File: config.mk
export PLATFORM = sky130hd
export DESIGN_NAME = user_flash_pe_ctrl_flat
export DESIGN_NICKNAME = d
export VERILOG_FILES = /design/src/rtl/user_flash_pe_ctrl_pkg.sv /design/src/rtl/user_flash_pe_ctrl_if.sv /design/src/rtl/user_flash_pe_ctrl_timer.sv /design/src/rtl/user_flash_pe_ctrl.sv /design/src/flat_wrapper.sv
export SDC_FILE = /design/constraint.sdc
export NUM_CORES = 1
export LEC_CHECK = 0
export ABC_AREA = 1
export CAP_MARGIN = 20
export CORE_UTILIZATION = 55
export DETAILED_ROUTE_END_ITERATION = 8
export DONT_BUFFER_PORTS = 1
export GPL_TIMING_DRIVEN = 1
export MAX_ROUTING_LAYER = met4
export PLACE_DENSITY = 0.7
export SYNTH_ARGS = -nofsm -noshare
export SYNTH_HDL_FRONTEND = slang
export SYNTH_SLANG_ARGS = --single-unit
File: constraint.sdc
create_clock -name clk -period 4.6 [get_ports clk]
set_input_delay 0.23 -clock clk [delete_from_list [all_inputs] [get_ports clk]]
set_output_delay 0.23 -clock clk [all_outputs]
set_load 0.05 [all_outputs]
File: src/rtl/user_flash_pe_ctrl_pkg.sv
// Shared definitions for the GW1NR-9 user flash: geometry, op/state encodings,
// and the microsecond-to-cycle conversion used for every flash timing phase.
package user_flash_pkg;

  localparam int unsigned ROW_W     = 9;
  localparam int unsigned COL_W     = 6;
  localparam int unsigned ADDR_W    = ROW_W + COL_W;
  localparam int unsigned WORD_W    = 32;
  localparam int unsigned NUM_ROWS  = 304;
  localparam int unsigned ROW_WORDS = 64;
  localparam int unsigned CNT_W     = 25;

  typedef enum logic [1:0] {
    OP_NONE  = 2'b00,
    OP_PROG  = 2'b01,
    OP_ERASE = 2'b10,
    OP_RSVD  = 2'b11
  } op_e;

  typedef enum logic [2:0] {
    ST_IDLE,
    ST_SETUP,
    ST_STROBE,
    ST_PULSE,
    ST_HOLD,
    ST_RECOVER,
    ST_DONE
  } state_e;

  // ceil(freq * us / 1e6), never less than one cycle
  function automatic longint unsigned us_to_cycles(input longint unsigned freq,
                                                   input longint unsigned us);
    longint unsigned c;
    c = (freq * us + 64'd999_999) / 64'd1_000_000;
    return (c == 64'd0) ? 64'd1 : c;
  endfunction

endpackage

File: src/rtl/user_flash_pe_ctrl_if.sv
// Command/status channel between the control register block (master) and the
// program/erase sequencer (slave).
interface user_flash_pe_ctrl_if;
  import user_flash_pkg::*;

  logic                cmd_valid;
  logic                cmd_ready;
  logic [1:0]          cmd_op;
  logic [ADDR_W-1:0]   cmd_addr;
  logic [WORD_W-1:0]   cmd_data;
  logic                busy;
  logic                done;
  logic                err;
  logic                inval;
  logic [ROW_W-1:0]    inval_row;

  modport master (
    output cmd_valid, cmd_op, cmd_addr, cmd_data,
    input  cmd_ready, busy, done, err, inval, inval_row
  );

  modport slave (
    input  cmd_valid, cmd_op, cmd_addr, cmd_data,
    output cmd_ready, busy, done, err, inval, inval_row
  );

endinterface

File: src/rtl/user_flash_pe_ctrl_timer.sv
// Loadable down-counter that times each flash phase; holds at zero.
module flash_phase_timer
  import user_flash_pkg::*;
(
  input  logic             clk,
  input  logic             reset,
  input  logic             load,
  input  logic [CNT_W-1:0] value,
  output logic             zero
);

  logic [CNT_W-1:0] cnt_q, cnt_d;

  always_comb begin
    cnt_d = cnt_q;
    if (load) begin
      cnt_d = value;
    end else if (cnt_q != '0) begin
      cnt_d = cnt_q - CNT_W'(1);
    end
  end

  always_ff @(posedge clk) begin
    if (reset) begin
      cnt_q <= '0;
    end else begin
      cnt_q <= cnt_d;
    end
  end

  assign zero = (cnt_q == '0);

endmodule

File: src/rtl/user_flash_pe_ctrl.sv
// Program/erase sequencer for the GW1NR-9 user flash. Pins are decoded from the
// current state and registered, so they lag the state register by one cycle.
module user_flash_pe_ctrl
  import user_flash_pkg::*;
#(
  parameter int unsigned CLK_FREQ   = 27_000_000,
  parameter int unsigned T_NVS_US   = 5,
  parameter int unsigned T_PGS_US   = 10,
  parameter int unsigned T_PROG_US  = 16,
  parameter int unsigned T_ERASE_US = 120_000,
  parameter int unsigned T_NVH_US   = 5,
  parameter int unsigned T_RCV_US   = 10
) (
  input  logic               clk,
  input  logic               reset,
  user_flash_pe_ctrl_if.slave cmd,
  output logic               xe,
  output logic               ye,
  output logic               se,
  output logic               prog,
  output logic               erase,
  output logic               nvstr,
  output logic [ROW_W-1:0]   xadr,
  output logic [COL_W-1:0]   yadr,
  output logic [WORD_W-1:0]  din
);

  localparam longint unsigned N_NVS   = us_to_cycles(64'(CLK_FREQ), 64'(T_NVS_US));
  localparam longint unsigned N_PGS   = us_to_cycles(64'(CLK_FREQ), 64'(T_PGS_US));
  localparam longint unsigned N_PROG  = us_to_cycles(64'(CLK_FREQ), 64'(T_PROG_US));
  localparam longint unsigned N_ERASE = us_to_cycles(64'(CLK_FREQ), 64'(T_ERASE_US));
  localparam longint unsigned N_NVH   = us_to_cycles(64'(CLK_FREQ), 64'(T_NVH_US));
  localparam longint unsigned N_RCV   = us_to_cycles(64'(CLK_FREQ), 64'(T_RCV_US));
  localparam longint unsigned N_LIMIT = 64'd1 << CNT_W;

  if (N_NVS >= N_LIMIT || N_PGS >= N_LIMIT || N_PROG >= N_LIMIT ||
      N_ERASE >= N_LIMIT || N_NVH >= N_LIMIT || N_RCV >= N_LIMIT) begin : g_cnt_overflow
    $error("flash phase length does not fit the phase counter");
  end

  localparam logic [CNT_W-1:0] L_NVS   = CNT_W'(N_NVS - 64'd1);
  localparam logic [CNT_W-1:0] L_PGS   = CNT_W'(N_PGS - 64'd1);
  localparam logic [CNT_W-1:0] L_PROG  = CNT_W'(N_PROG - 64'd1);
  localparam logic [CNT_W-1:0] L_ERASE = CNT_W'(N_ERASE - 64'd1);
  localparam logic [CNT_W-1:0] L_NVH   = CNT_W'(N_NVH - 64'd1);
  localparam logic [CNT_W-1:0] L_RCV   = CNT_W'(N_RCV - 64'd1);

  state_e             state_q, state_d;
  logic               is_erase_q, is_erase_d;
  logic               fail_q, fail_d;
  logic               tmr_load, tmr_zero;
  logic [CNT_W-1:0]   tmr_value;
  op_e                op_in;
  logic               accept;

  logic               xe_q, xe_d, ye_q, ye_d, prog_q, prog_d;
  logic               erase_q, erase_d, nvstr_q, nvstr_d;
  logic [ROW_W-1:0]   xadr_q, xadr_d, inval_row_q, inval_row_d;
  logic [COL_W-1:0]   yadr_q, yadr_d;
  logic [WORD_W-1:0]  din_q, din_d;
  logic               cmd_ready_q, cmd_ready_d, busy_q, busy_d;
  logic               done_q, done_d, err_q, err_d, inval_q, inval_d;

  flash_phase_timer u_timer (
    .clk   (clk),
    .reset (reset),
    .load  (tmr_load),
    .value (tmr_value),
    .zero  (tmr_zero)
  );

  assign op_in  = op_e'(cmd.cmd_op);
  assign accept = cmd.cmd_valid && cmd_ready_q;

  always_comb begin
    state_d    = state_q;
    is_erase_d = is_erase_q;
    fail_d     = fail_q;
    tmr_load   = 1'b0;
    tmr_value  = '0;
    xadr_d     = xadr_q;
    yadr_d     = yadr_q;
    din_d      = din_q;

    unique case (state_q)
      ST_IDLE: begin
        if (accept) begin
          if (op_in == OP_PROG || op_in == OP_ERASE) begin
            state_d    = ST_SETUP;
            tmr_load   = 1'b1;
            tmr_value  = L_NVS;
            is_erase_d = (op_in == OP_ERASE);
            fail_d     = 1'b0;
            xadr_d     = cmd.cmd_addr[ADDR_W-1:COL_W];
            yadr_d     = (op_in == OP_ERASE) ? '0 : cmd.cmd_addr[COL_W-1:0];
            din_d      = (op_in == OP_ERASE) ? '0 : cmd.cmd_data;
          end else begin
            state_d = ST_DONE;
            fail_d  = 1'b1;
          end
        end
      end
      ST_SETUP: begin
        if (tmr_zero) begin
          state_d   = ST_STROBE;
          tmr_load  = 1'b1;
          tmr_value = is_erase_q ? L_ERASE : L_PGS;
        end
      end
      ST_STROBE: begin
        if (tmr_zero) begin
          state_d   = is_erase_q ? ST_HOLD : ST_PULSE;
          tmr_load  = 1'b1;
          tmr_value = is_erase_q ? L_NVH : L_PROG;
        end
      end
      ST_PULSE: begin
        if (tmr_zero) begin
          state_d   = ST_HOLD;
          tmr_load  = 1'b1;
          tmr_value = L_NVH;
        end
      end
      ST_HOLD: begin
        if (tmr_zero) begin
          state_d   = ST_RECOVER;
          tmr_load  = 1'b1;
          tmr_value = L_RCV;
        end
      end
      ST_RECOVER: begin
        if (tmr_zero) begin
          state_d = ST_DONE;
        end
      end
      ST_DONE:  state_d = ST_IDLE;
      default:  state_d = ST_IDLE;
    endcase

    // Pins follow the state one cycle late, giving the accept-to-pin latency of one.
    xe_d        = state_q inside {ST_SETUP, ST_STROBE, ST_PULSE, ST_HOLD};
    prog_d      = !is_erase_q && (state_q inside {ST_SETUP, ST_STROBE, ST_PULSE});
    erase_d     = is_erase_q && (state_q inside {ST_SETUP, ST_STROBE});
    nvstr_d     = state_q inside {ST_STROBE, ST_PULSE, ST_HOLD};
    ye_d        = (state_q == ST_PULSE);
    done_d      = (state_q == ST_DONE);
    err_d       = done_d && fail_q;
    inval_d     = done_d && !fail_q;
    inval_row_d = inval_d ? xadr_q : inval_row_q;
    busy_d      = (state_q != ST_IDLE);
    cmd_ready_d = (state_q == ST_IDLE);
  end

  always_ff @(posedge clk) begin
    if (reset) begin
      state_q     <= ST_IDLE;
      is_erase_q  <= 1'b0;
      fail_q      <= 1'b0;
      xe_q        <= 1'b0;
      ye_q        <= 1'b0;
      prog_q      <= 1'b0;
      erase_q     <= 1'b0;
      nvstr_q     <= 1'b0;
      xadr_q      <= '0;
      yadr_q      <= '0;
      din_q       <= '0;
      inval_row_q <= '0;
      cmd_ready_q <= 1'b1;
      busy_q      <= 1'b0;
      done_q      <= 1'b0;
      err_q       <= 1'b0;
      inval_q     <= 1'b0;
    end else begin
      state_q     <= state_d;
      is_erase_q  <= is_erase_d;
      fail_q      <= fail_d;
      xe_q        <= xe_d;
      ye_q        <= ye_d;
      prog_q      <= prog_d;
      erase_q     <= erase_d;
      nvstr_q     <= nvstr_d;
      xadr_q      <= xadr_d;
      yadr_q      <= yadr_d;
      din_q       <= din_d;
      inval_row_q <= inval_row_d;
      cmd_ready_q <= cmd_ready_d;
      busy_q      <= busy_d;
      done_q      <= done_d;
      err_q       <= err_d;
      inval_q     <= inval_d;
    end
  end

  assign xe            = xe_q;
  assign ye            = ye_q;
  assign se            = 1'b0;
  assign prog          = prog_q;
  assign erase         = erase_q;
  assign nvstr         = nvstr_q;
  assign xadr          = xadr_q;
  assign yadr          = yadr_q;
  assign din           = din_q;
  assign cmd.cmd_ready = cmd_ready_q;
  assign cmd.busy      = busy_q;
  assign cmd.done      = done_q;
  assign cmd.err       = err_q;
  assign cmd.inval     = inval_q;
  assign cmd.inval_row = inval_row_q;

endmodule

File: src/flat_wrapper.sv
// flat-port wrapper written by rule: the top's interface ports become plain ports
module user_flash_pe_ctrl_flat import user_flash_pkg::*;
#(
  parameter int unsigned CLK_FREQ   = 27_000_000,
  parameter int unsigned T_NVS_US   = 5,
  parameter int unsigned T_PGS_US   = 10,
  parameter int unsigned T_PROG_US  = 16,
  parameter int unsigned T_ERASE_US = 120_000,
  parameter int unsigned T_NVH_US   = 5,
  parameter int unsigned T_RCV_US   = 10
)
  (clk, reset, xe, ye, se, prog, erase, nvstr, xadr, yadr, din, cmd_cmd_valid, cmd_cmd_op, cmd_cmd_addr, cmd_cmd_data, cmd_cmd_ready, cmd_busy, cmd_done, cmd_err, cmd_inval, cmd_inval_row);
  user_flash_pe_ctrl_if cmd_i ();
  input  logic clk;
  input  logic reset;
  output logic xe;
  output logic ye;
  output logic se;
  output logic prog;
  output logic erase;
  output logic nvstr;
  output logic [ROW_W-1:0] xadr;
  output logic [COL_W-1:0] yadr;
  output logic [WORD_W-1:0] din;
  input wire logic [$bits(cmd_i.cmd_valid)-1:0] cmd_cmd_valid;
  input wire logic [$bits(cmd_i.cmd_op)-1:0] cmd_cmd_op;
  input wire logic [$bits(cmd_i.cmd_addr)-1:0] cmd_cmd_addr;
  input wire logic [$bits(cmd_i.cmd_data)-1:0] cmd_cmd_data;
  output wire logic [$bits(cmd_i.cmd_ready)-1:0] cmd_cmd_ready;
  output wire logic [$bits(cmd_i.busy)-1:0] cmd_busy;
  output wire logic [$bits(cmd_i.done)-1:0] cmd_done;
  output wire logic [$bits(cmd_i.err)-1:0] cmd_err;
  output wire logic [$bits(cmd_i.inval)-1:0] cmd_inval;
  output wire logic [$bits(cmd_i.inval_row)-1:0] cmd_inval_row;
  assign cmd_i.cmd_valid = cmd_cmd_valid;
  assign cmd_i.cmd_op = cmd_cmd_op;
  assign cmd_i.cmd_addr = cmd_cmd_addr;
  assign cmd_i.cmd_data = cmd_cmd_data;
  assign cmd_cmd_ready = cmd_i.cmd_ready;
  assign cmd_busy = cmd_i.busy;
  assign cmd_done = cmd_i.done;
  assign cmd_err = cmd_i.err;
  assign cmd_inval = cmd_i.inval;
  assign cmd_inval_row = cmd_i.inval_row;
  user_flash_pe_ctrl #(.CLK_FREQ(CLK_FREQ), .T_NVS_US(T_NVS_US), .T_PGS_US(T_PGS_US), .T_PROG_US(T_PROG_US), .T_ERASE_US(T_ERASE_US), .T_NVH_US(T_NVH_US), .T_RCV_US(T_RCV_US)) u_core (.clk(clk), .reset(reset), .cmd(cmd_i), .xe(xe), .ye(ye), .se(se), .prog(prog), .erase(erase), .nvstr(nvstr), .xadr(xadr), .yadr(yadr), .din(din));
endmodule
* Word level (Yosys, flattened, before mapping)
Index checks and enable logic that the tools add are counted.
** Word-level totals
- Register bits after elaboration :: 96
- Input port bits :: 52
- Output and inout port bits :: 67
** Operators by class
- Add/subtract/negate cells :: 1
- Eq/ne operators :: 14
- Mux-type cells :: 27
- Reductions and logical operators :: 21
** Operators by type and width (number)
- two-way mux 25 bit :: 5
- case mux 25 bit (5 select lines) :: 1
- two-way mux 32 bit :: 1
- zero test 25 bit :: 1
- nonzero test 25 bit :: 1
- subtractor 25 x 1 -> 25 bit, second input constant :: 1
- two-way mux 3 bit :: 8
- two-way mux 22 bit :: 1
- two-way mux 9 bit :: 2
- case mux 3 bit (6 select lines) :: 1
- two-way mux 8 bit :: 2
- inequality test 2 x 1 -> 1 bit, second input constant :: 6
- equality test 3 bit, second input constant :: 3
- nonzero test 3 bit :: 3
- equality test 3 x 2 -> 1 bit, second input constant :: 2
- two-way mux 6 bit :: 1
- AND reduction 6 bit :: 1
- logical AND 1 bit :: 5
- two-way mux 1 bit :: 4
- nonzero test 2 bit :: 2
- nonzero test 4 bit :: 1
- OR reduction 4 bit :: 1
- equality test 3 x 1 -> 1 bit, second input constant :: 1
- zero test 3 bit :: 1
- other kinds (7) :: 8

* Logic depth before layout (Yosys ltp)
Gate-level depths: netlist (run 1).
- Word-level depth :: 6
- Depth in mapped cells :: 11
- Depth with buffers taken out :: 11

* By module
A second synthesis (run 1) with hierarchy kept.
** Second synthesis, totals
- Cells, all modules :: 689
- Area, all modules :: 4843.4 µm²
** By module, submodules not included
- user_flash_pe_ctrl :: instances 1, cells an instance 410, area an instance 3021.6 µm², seq. area each 1421.4 µm²
- flash_phase_timer :: instances 1, cells an instance 279, area an instance 1821.7 µm², seq. area each 500.5 µm²

* Worst setup path after synthesis (run 1)
OpenSTA, ideal clock, no wires.
- Path type :: reg-to-reg
- Start point :: reg u_core.u_timer.cnt_q[0]
- End point :: reg u_core.u_timer.cnt_q[23]
- Arrival time :: 1509 ps
- Required time :: 4472 ps
- Setup slack :: 2963 ps
- Cell stages (with the launch flop) :: 11
- Cell sequence :: dfxtp_1 -> inv_1 -> ha_1 -> nand2_2 -> nor2_8 -> nand2_2 -> nor2_8 -> a21oi_2 -> buf_6 -> nand3_1 -> nor2_1
** Between the ends
- Word-level cells in the longest chain between the ends :: 4
- Elaborated cells on any way between the ends :: 8
- Those cells by class :: add/sub: 1; mux: 4; reduce/logical: 3
** RTL lines
- start, declared :: line user_flash_pe_ctrl_timer.sv:12 : logic [CNT_W-1:0] cnt_q, cnt_d;
- start signal, assigned :: line user_flash_pe_ctrl_timer.sv:27 : cnt_q <= cnt_d;
- parallel branches: the longest is 4 deep, another holds subtractor 25 x 1 -> 25 bit
Several ways; the timed one is not identified. The select of a mux whose other input is x is not followed.
A chain may end at the register's enable or synchronous reset.

* Worst setup path in the final report (run 1)
- Start point :: reg u_core.cmd_ready_q (netlist: u_core.cmd.cmd_ready)
- End point :: reg u_core.din_q[30] (netlist: u_core.din[30])
** Between the ends
- Word-level cells in the longest chain between the ends :: 2
** RTL lines
- start, declared :: line user_flash_pe_ctrl.sv:61 : logic cmd_ready_q, cmd_ready_d, busy_q, busy_d;
- start signal, assigned :: line user_flash_pe_ctrl.sv:186 : cmd_ready_q <= cmd_ready_d;
- logical AND 1 bit :: line user_flash_pe_ctrl.sv:73 : assign accept = cmd.cmd_valid && cmd_ready_q;
- AND reduction 3 bit (no source line)
- end signal, assigned :: line user_flash_pe_ctrl.sv:184 : din_q <= din_d;
- end, declared :: line user_flash_pe_ctrl.sv:60 : logic [WORD_W-1:0] din_q, din_d;
Every way passes these cells.

==> results.cfg, run 1 <==
[critical_path]
crit_slowest_cell = dfxtp_1
cp-start-kind = flop
crit_buf_inv = 1
crit_fanout = 30
critPathKind = reg -> reg
cp_data_arrival_time_ns = 2.79
end_kind = flop
critPathMostFrequentCell = nand2_1
cpLargestDelayFamily = simple AND/OR/NAND/NOR gates
crit_required_ns = 4.92
path_cells = nand2_1 > nor2_1 > nand2_2 > nor2_2 > nand2_1 > a21oi_1 > dlygate4sd3_1
max_stage_delay_ns = 0.65

[clock_network]
cts_tree = done
htree_levels = 3
ctsResizeCount = 0
worstSkewPairLatency_ns = 0.38
cts_sinks = 96
cts_buffers = 9
clk_pin_slew_ns = 0.10
clockBufferDepth = 2
clock-root-buffer = clkbuf_8

[cells_and_area]
final_cell_mix = nand2_1 (148), nor2_1 (113), dfxtp_1 (96)
final_cells = 701
synthToLayoutAreaGrowth_pct = 15.6
antenna_cells = 0
post-route-util = 0.656
nNetsFinal = 651
drive_above_1_share = 0.0731
final_common_cell = nand2_1

[power_and_ir_drop]
powerDensity_nw_per_um2 = 766
p_leak_nw = 1.99
ir_drop_mv = 0.384

[global_route]
overflow = 0
use_met3 = 0.0905
use_met1 = 0.321
grt_pass1_vias = 3462
busiest_layer = met2
grt_use_met2 = 0.441
antenna_found_initial = 0
grt_max_degree = 62
grt.total_usage = 0.271
grt_pass1_wl_um = 15800

[timing]
report.final.slew_viol_count = 0
relSlewSlack = 0.570
fin_crit_sh = 0.536
clock_skew_ns = 0.0131
hold_ws_ns = 0.0161
finalHoldViolations = 0
setup_viol = 0
worst_pin_slew_ns = 0.644
final.min_clock_period_ns = 2.47
fin_tns_setup_ns = 0
rsz0062_at_grt = no
fin_ws_ns = 2.13
fmax_mhz = 406

[detailed_routing]
first_pass_iters = 4
ant_nets = 0
wire_per_inst_um = 13.9
drtIter0Drc = 144
vias_per_cell = 5.18
wirelength_um = 9740
drc = 0
route.vias.total = 3634

[logic_synthesis]
avgSynthCellArea_um2 = 7.23
yosys-top-cells-area = dfxtp_1 (47%), nand2_1 (14%), nor2_1 (10%)
yosysTopAreaCell = dfxtp_1
synthDistinctLibCells = 33
synth_nets = 623
synth_top_area_share = 0.467
yosys_warnings = 0
synth-seq-area-share = 0.467
syn_area_um2 = 4110
syn-instance-count = 569
ys_seq_elements = 96

[placement]
portBuffers = 0
preCtsSetupSlack_ns = 2.25
dp_cells = 646
gp_congestion = 0.896
hpwlAfterDp_um = 6310

[flow_run]
cap_violations = 0

[floorplan]
fp.dieH_um = 88.5
coreArea_um2 = 7250
die_x_um = 88.5
dieArea_um2 = 7830
num_io_pins = 119
start_util = 0.567
rows = 31

[worst_hold_path]
worst_hold_path_type = in -> reg

[status]
outcome = complete, no violations
-- cell families (layout without fill, tap and decap cells) --
logic type      after synthesis  in the layout  synth area share
compound gates               85             85             0.110
xor+xnor                     16             16            0.0341
fa+ha+maj                     2              2           0.00609
buf+inv                      55             88            0.0590
flops                        96             96             0.467
other cells                   1              1          0.000912
simple gates                314            314             0.323
-- routing by layer --
| metal | wire length [um] | vias up | part of all wire |
|---|---|---|---|
| met3 | 710 | 7 | 0.073 |
| met1 | 4300 | 1665 | 0.44 |
| met2 | 4650 | 103 | 0.48 |
| met5 | 0 | - | 0 |
| li1 | - | 1859 | - |
| met4 | 78 | 0 | 0.0080 |
-- what timing repair did --
item	CTS	global route
buffers inserted	0	0
hold buffers	39	0
hold endpoints to repair	62	0
-- worst register-to-register path: cells and delay by family (launching register included) --
kind                   cells  cell delay, ns
AOI/OAI and AO/OA          1            0.11
buffers and inverters      1            0.56
DFF                        1            0.65
and+or+nand+nor            5            1.09
-- final timing paths --
check / start / slack [ns] / depth (start not counted) / endpoint
max reg2reg: u_core.cmd.cmd_ready / 2.13 / 7 / u_core.din[30]
max: u_core.cmd.cmd_ready / 2.13 / 7 / u_core.din[30]
min: cmd_cmd_addr[9] / 0.02 / 2 / u_core.xadr[3]
min reg2reg: u_core.fail_q / 0.48 / 2 / u_core.cmd.err
-- through the flow --
stage	power (mW)	cell area, um2
floorplan	2.75	4110
global placement	2.98	4120
detailed placement	3.01	4120
CTS	3.65	4750
global route	3.95	4750
finish	3.64	4750
-- Yosys cell counts --
cell / instances
nand2_1: 148
nor2_1: 113
dfxtp_1: 96
a21oi_1: 51
inv_1: 26
o21ai_0: 22
nand3_1: 21
xnor2_1: 12
clkbuf_1: 10
buf_2: 8
nand4_1: 8
nand2_2: 7
nor2_2: 7
xor2_1: 4
buf_4: 3
inv_2: 3
nor3_1: 3
o21ai_1: 3
o21bai_1: 3
a21oi_2: 2
buf_6: 2
clkinv_1: 2
ha_1: 2
nor2_4: 2
nor2_8: 2
o211ai_1: 2
a211oi_1: 1
buf_1: 1
conb_1: 1
nand2_4: 1
nand3_2: 1
nor4_1: 1
o31ai_1: 1
-- registers in the layout, indices dropped and copies added (netlist names) --
name                  flops
u_core.xadr               9
u_core.yadr               6
u_core.cmd.inval          1
u_core.cmd.done           1
u_core.cmd.cmd_ready      1
u_core.ye                 1
u_core.state_q            3
u_core.xe                 1
u_core.erase              1
u_core.prog               1
u_core.nvstr              1
u_core.cmd.err            1
u_core.cmd.inval_row      9
u_core.u_timer.cnt_q     25
u_core.cmd.busy           1
u_core.is_erase_q         1
u_core.fail_q             1
u_core.din               32
-- power by group --
group          switching (mW)  internal [mW]
registers               0.434           1.01
clock network           0.327          0.268
logic                    1.04          0.556
total                    1.81           1.84
-- cell type report --
cell class                      count  area [um2]
Fill cell                         629        2500
Sequential cell                    96        1920
Tap cell                           99         124
Clock buffer                        9         124
Inverter                           31         116
Multi-Input combinational cell    418        1950
Clock inverter                      7        98.8
Timing Repair Buffer               41         423
Power figures use the tool's default switching activity.
==> run 2, diff against run 1 <==
--- a/config.mk
+++ b/config.mk
@@ -12,7 +12,7 @@
 export DONT_BUFFER_PORTS = 1
 export GPL_TIMING_DRIVEN = 1
 export MAX_ROUTING_LAYER = met4
-export PLACE_DENSITY = 0.7
+export PLACE_DENSITY = 0.73
 export SYNTH_ARGS = -nofsm -noshare
 export SYNTH_HDL_FRONTEND = slang
 export SYNTH_SLANG_ARGS = --single-unit
==> constraint.sdc (replaced) <==
create_clock -name clk -period 2 [get_ports clk]
set_input_delay 0.1 -clock clk [delete_from_list [all_inputs] [get_ports clk]]
set_output_delay 0.1 -clock clk [all_outputs]
set_load 0.05 [all_outputs]
==> run 2 against run 1 <==
- count of clock-buffer cells in the layout is the same
- setup slack got worse by 2.0 ns
- design area increased by 3.1%
==> results.cfg, run 2 (synthesis gave the netlist of run 1 again) <==
[critical_path]
crit_fanout = 10
critPathMostFrequentCell = nand2_2
path_cells = inv_1 > ha_1 > nand2_2 > nor2_8 > nand2_2 > nor2_8 > nand3_2 > nand2_2 > nor2_1
critPathKind = reg -> reg
crit_required_ns = 2.25
rr_worst_depth = 9
crit_buf_inv = 1
cpLargestDelayFamily = simple AND/OR/NAND/NOR gates
end_kind = flop
critical_path_depth = 9
cp-start-kind = flop
crit_slowest_cell = dfxtp_1
cp_data_arrival_time_ns = 2.10
max_stage_delay_ns = 0.35

[cells_and_area]
fillers = 603
largest_register_ffs = 32
multi_input_comb_area_um2 = 1950
final_cell_mix = nand2_1 (148), nor2_1 (113), dfxtp_1 (96)
ff_latch_area_um2 = 1920
antenna_cells = 0
synthToLayoutAreaGrowth_pct = 19.2
final_common_cell = nand2_1
nNetsFinal = 670
drive_above_1_share = 0.0870

[placement]
preCtsSetupSlack_ns = -0.0847
gp_congestion = 0.910
hpwlAfterDp_um = 6340
portBuffers = 0

[timing]
fin_ws_ns = 0.150
fmax_mhz = 540
fin_crit_sh = 0.925
clock_skew_ns = 0.0115
hold_ws_ns = 0.0370
setup_viol = 0
report.final.slew_viol_count = 0
finalHoldViolations = 0
worst_pin_slew_ns = 0.571
relSlewSlack = 0.619
fin_tns_setup_ns = 0
final.min_clock_period_ns = 1.85

[clock_network]
cts_buffers = 9
clockBufferDepth = 2
clk_pin_slew_ns = 0.10
clock-root-buffer = clkbuf_8
cts_sinks = 96
htree_levels = 3
cts_tree = done
worstSkewPairLatency_ns = 0.37

[power_and_ir_drop]
p_leak_nw = 2.06
ir_drop_mv = 0.822
powerDensity_nw_per_um2 = 1720
total_power_mw = 8.45

[floorplan]
rows = 31
coreArea_um2 = 7250
num_io_pins = 119
die_x_um = 88.5
start_util = 0.567
dieArea_um2 = 7830
fp.dieH_um = 88.5

[global_route]
grt_pass1_wl_um = 16800
grt.total_usage = 0.285
antenna_found_initial = 0
overflow = 0
grt_max_degree = 62
grt_pass1_vias = 3713

[flow_run]
cap_violations = 0

[detailed_routing]
first_pass_iters = 5
drtIter0Drc = 229
drc = 0
vias_per_cell = 5.30
ant_nets = 0
wirelength_um = 10100
route.vias.total = 3813
wire_per_inst_um = 14.0

[worst_hold_path]
worst_hold_path_type = in -> reg
whs_path_depth = 4

[status]
outcome = complete, no violations
[run 2: worst reg2reg max path, cell delays in order, from the launching register on]
cell and delay [ns]:
dfxtp_1 0.35, inv_1 0.11, ha_1 0.20, nand2_2 0.11, nor2_8 0.17, nand2_2 0.11
nor2_8 0.21, nand3_2 0.15, nand2_2 0.24, nor2_1 0.09
[run 2: repair_timing]
action                                  in CTS  in global routing
hold endpoints to repair                    71                  0
endpoints found under the setup margin      10                  3
pin swaps                                    0                  1
gates resized for setup                      1                  0
buffers inserted                             0                  3
hold buffers                                48                  0
[run 2: layer usage]
layer  vias to the layer above  wire [um]  global-route usage
li1                       1893          -                   -
met1                      1741       4220               0.344
met2                       159       4900               0.451
met3                        20        793              0.0868
met4                         0        169              0.0982
met5                         -          0                   -
[run 2: through the flow]
stage | instances | utilization | cell area (um2)
after floorplan | 569 | - | 4110
after global placement | 653 | 0.576 | 4180
after detailed placement | 653 | 0.576 | 4180
after CTS | 717 | 0.672 | 4880
after global routing | 720 | 0.676 | 4900
final | 720 | 0.676 | 4900
[run 2: area by class of cell]
type | count | area share
Clock buffer | 9 | 0.0253
Clock inverter | 7 | 0.0146
Timing Repair Buffer | 60 | 0.120
Tap cell | 99 | 0.0253
Multi-Input combinational cell | 418 | 0.399
Inverter | 31 | 0.0237
Sequential cell | 96 | 0.392
[run 2: path summary, 6_finish.rpt]
| check | end | slack [ns] | from |
|---|---|---|---|
| setup reg to reg | u_core.u_timer.cnt_q[21] | 0.15 | u_core.u_timer.cnt_q[0] |
| setup / recovery | u_core.u_timer.cnt_q[21] | 0.15 | u_core.u_timer.cnt_q[0] |
| hold / removal | u_core.fail_q | 0.04 | cmd_cmd_valid |
| hold reg to reg | u_core.cmd.err | 0.48 | u_core.fail_q |
[run 2: power by group]
| part | switching (mW) | internal [mW] |
|---|---|---|
| logic | 2.50 | 1.40 |
| registers | 0.976 | 2.33 |
| clock network | 0.749 | 0.486 |
==> run 3, diff against run 2 <==
--- a/config.mk
+++ b/config.mk
@@ -7,12 +7,11 @@
 export LEC_CHECK = 0
 export ABC_AREA = 1
 export CAP_MARGIN = 20
-export CORE_UTILIZATION = 55
+export CORE_UTILIZATION = 45
 export DETAILED_ROUTE_END_ITERATION = 8
 export DONT_BUFFER_PORTS = 1
 export GPL_TIMING_DRIVEN = 1
 export MAX_ROUTING_LAYER = met4
-export PLACE_DENSITY = 0.73
 export SYNTH_ARGS = -nofsm -noshare
 export SYNTH_HDL_FRONTEND = slang
 export SYNTH_SLANG_ARGS = --single-unit
==> run 3 against run 2 <==
- fmax is 0.14% higher
- sequential power hardly changed
- setup slack better by 0.0026 ns
- first-iteration DRC count is 34% lower
- largest power group unchanged
==> results.cfg, run 3 (synthesis gave the netlist of run 1 again) <==
[critical_path]
end_kind = flop
cpLargestDelayFamily = simple AND/OR/NAND/NOR gates
rr_startpoint = u_core.u_timer.cnt_q[0]
max_stage_delay_ns = 0.39
crit_slowest_cell = dfxtp_1
setup.worst_path.start = u_core.u_timer.cnt_q[0]
crit_fanout = 13
crit_buf_inv = 1
path_cells = inv_1 > ha_1 > nand2_2 > nor2_8 > nand2_2 > nor2_8 > a21oi_4 > nand2_1 > nor2_1
cp_data_arrival_time_ns = 2.15
critPathKind = reg -> reg
cp-start-kind = flop
crit_required_ns = 2.31

[power_and_ir_drop]
powerDensity_nw_per_um2 = 1750
pwr-share-comb = 0.450
p_leak_nw = 2.07
total_power_mw = 8.63
internal-power_mw = 4.45
swShare = 0.485
switching_power_mw = 4.18
power_frac_clock = 0.167
seqPwrFrac = 0.384
ir_drop_mv = 0.608

[cells_and_area]
drive_above_1_share = 0.0855
synthToLayoutAreaGrowth_pct = 20.1
nNetsFinal = 669
largest_register_ffs = 32
final_common_cell = nand2_1
antenna_cells = 0
final_cell_mix = nand2_1 (148), nor2_1 (113), dfxtp_1 (95)
fillers = 811

[detailed_routing]
drtIter0Drc = 152
drc = 0
route.vias.total = 3725
wirelength_um = 10300
wire_per_inst_um = 14.2
vias_per_cell = 5.12
first_pass_iters = 4
ant_nets = 0

[global_route]
overflow = 0
grt.total_usage = 0.237
grt_max_degree = 62
grt_pass1_wl_um = 17800
antenna_found_initial = 0
grt_pass1_vias = 3819

[timing]
fin_crit_sh = 0.924
fmax_mhz = 541
report.final.slew_viol_count = 0
fin_ws_ns = 0.152
final.min_clock_period_ns = 1.85
relSlewSlack = 0.616
clock_skew_ns = 0.0115
finalHoldViolations = 0
rsz0062_at_grt = no
hold_ws_ns = 0.0328
worst_pin_slew_ns = 0.575
setup_viol = 0
fin_tns_setup_ns = 0

[clock_network]
clockBufferDepth = 2
clock-root-buffer = clkbuf_8
post_cts_buffers = 0
cts_tree = done
cts_sinks = 96
clk_pin_slew_ns = 0.10
worstSkewPairLatency_ns = 0.37
cts_buffers = 9
htree_levels = 3

[status]
outcome = complete, no violations

[worst_hold_path]
worst_hold_path_type = in -> reg
hold_start = cmd_cmd_valid

[floorplan]
num_io_pins = 119
start_util = 0.469
fp.dieH_um = 97.6
rows = 34
coreArea_um2 = 8760
die_x_um = 97.6
dieArea_um2 = 9520

[placement]
gp_congestion = 0.917
portBuffers = 0
preCtsSetupSlack_ns = -0.0787
hpwlAfterDp_um = 6540

[flow_run]
cap_violations = 0
[run 3: what timing repair did]
action / CTS / global route
resized for setup: 1 / 1
endpoints found under the setup margin: 8 / 7
gates cloned: 0 / 0
endpoints found under the hold margin: 71 / 0
hold buffers: 48 / 0
[run 3: per-layer routing]
metal  track usage  part of all wire  vias to the layer above
li1              -                 -                     1893
met1         0.285              0.45                     1702
met2         0.389              0.46                      116
met3        0.0554             0.069                       14
met4        0.0803             0.015                        0
met5             -                 0                        -
[run 3: layout make-up]
class | instances | area (um2) | share of cell area
inverters | 31 | 116 | 0.0236
clock inverters | 6 | 98.8 | 0.0200
flip-flops and latches | 96 | 1920 | 0.390
well taps | 108 | 135 | 0.0274
clock buffers | 10 | 128 | 0.0259
multi-input cells | 418 | 1950 | 0.396
repair buffers | 59 | 581 | 0.118
[run 3: through the flow]
step,instances,area [um2],utilization
2_1_floorplan,569,4110,-
3_3_place_gp,664,4200,0.480
3_5_place_dp,664,4200,0.480
4_1_cts,728,4930,0.563
5_1_grt,728,4940,0.563
6_report,728,4940,0.563
[run 3: final timing paths]
check        slack [ns]                       end  depth (start not counted)
max                0.15  u_core.u_timer.cnt_q[11]                          9
max reg2reg        0.15  u_core.u_timer.cnt_q[11]                          9
min reg2reg        0.48            u_core.cmd.err                          2
min                0.03             u_core.fail_q                          4
[run 3: power by group through the flow]
| stage | Sequential [mW] | Clock (mW) | Combinational, mW |
|---|---|---|---|
| CTS | 3.30 | 1.48 | 3.87 |
| floorplan | 3.24 | 0 | 3.08 |
| global route | 3.37 | 1.56 | 4.45 |
| finish | 3.31 | 1.44 | 3.88 |
| global placement | 3.34 | 0 | 3.67 |
| detailed placement | 3.34 | 0 | 3.72 |
[run 3: tightest hold or removal path, cell delays in order]
cell and delay (ns):
nand2_1 0.08, o21ai_0 0.09, nand2_1 0.06, nor2_1 0.03
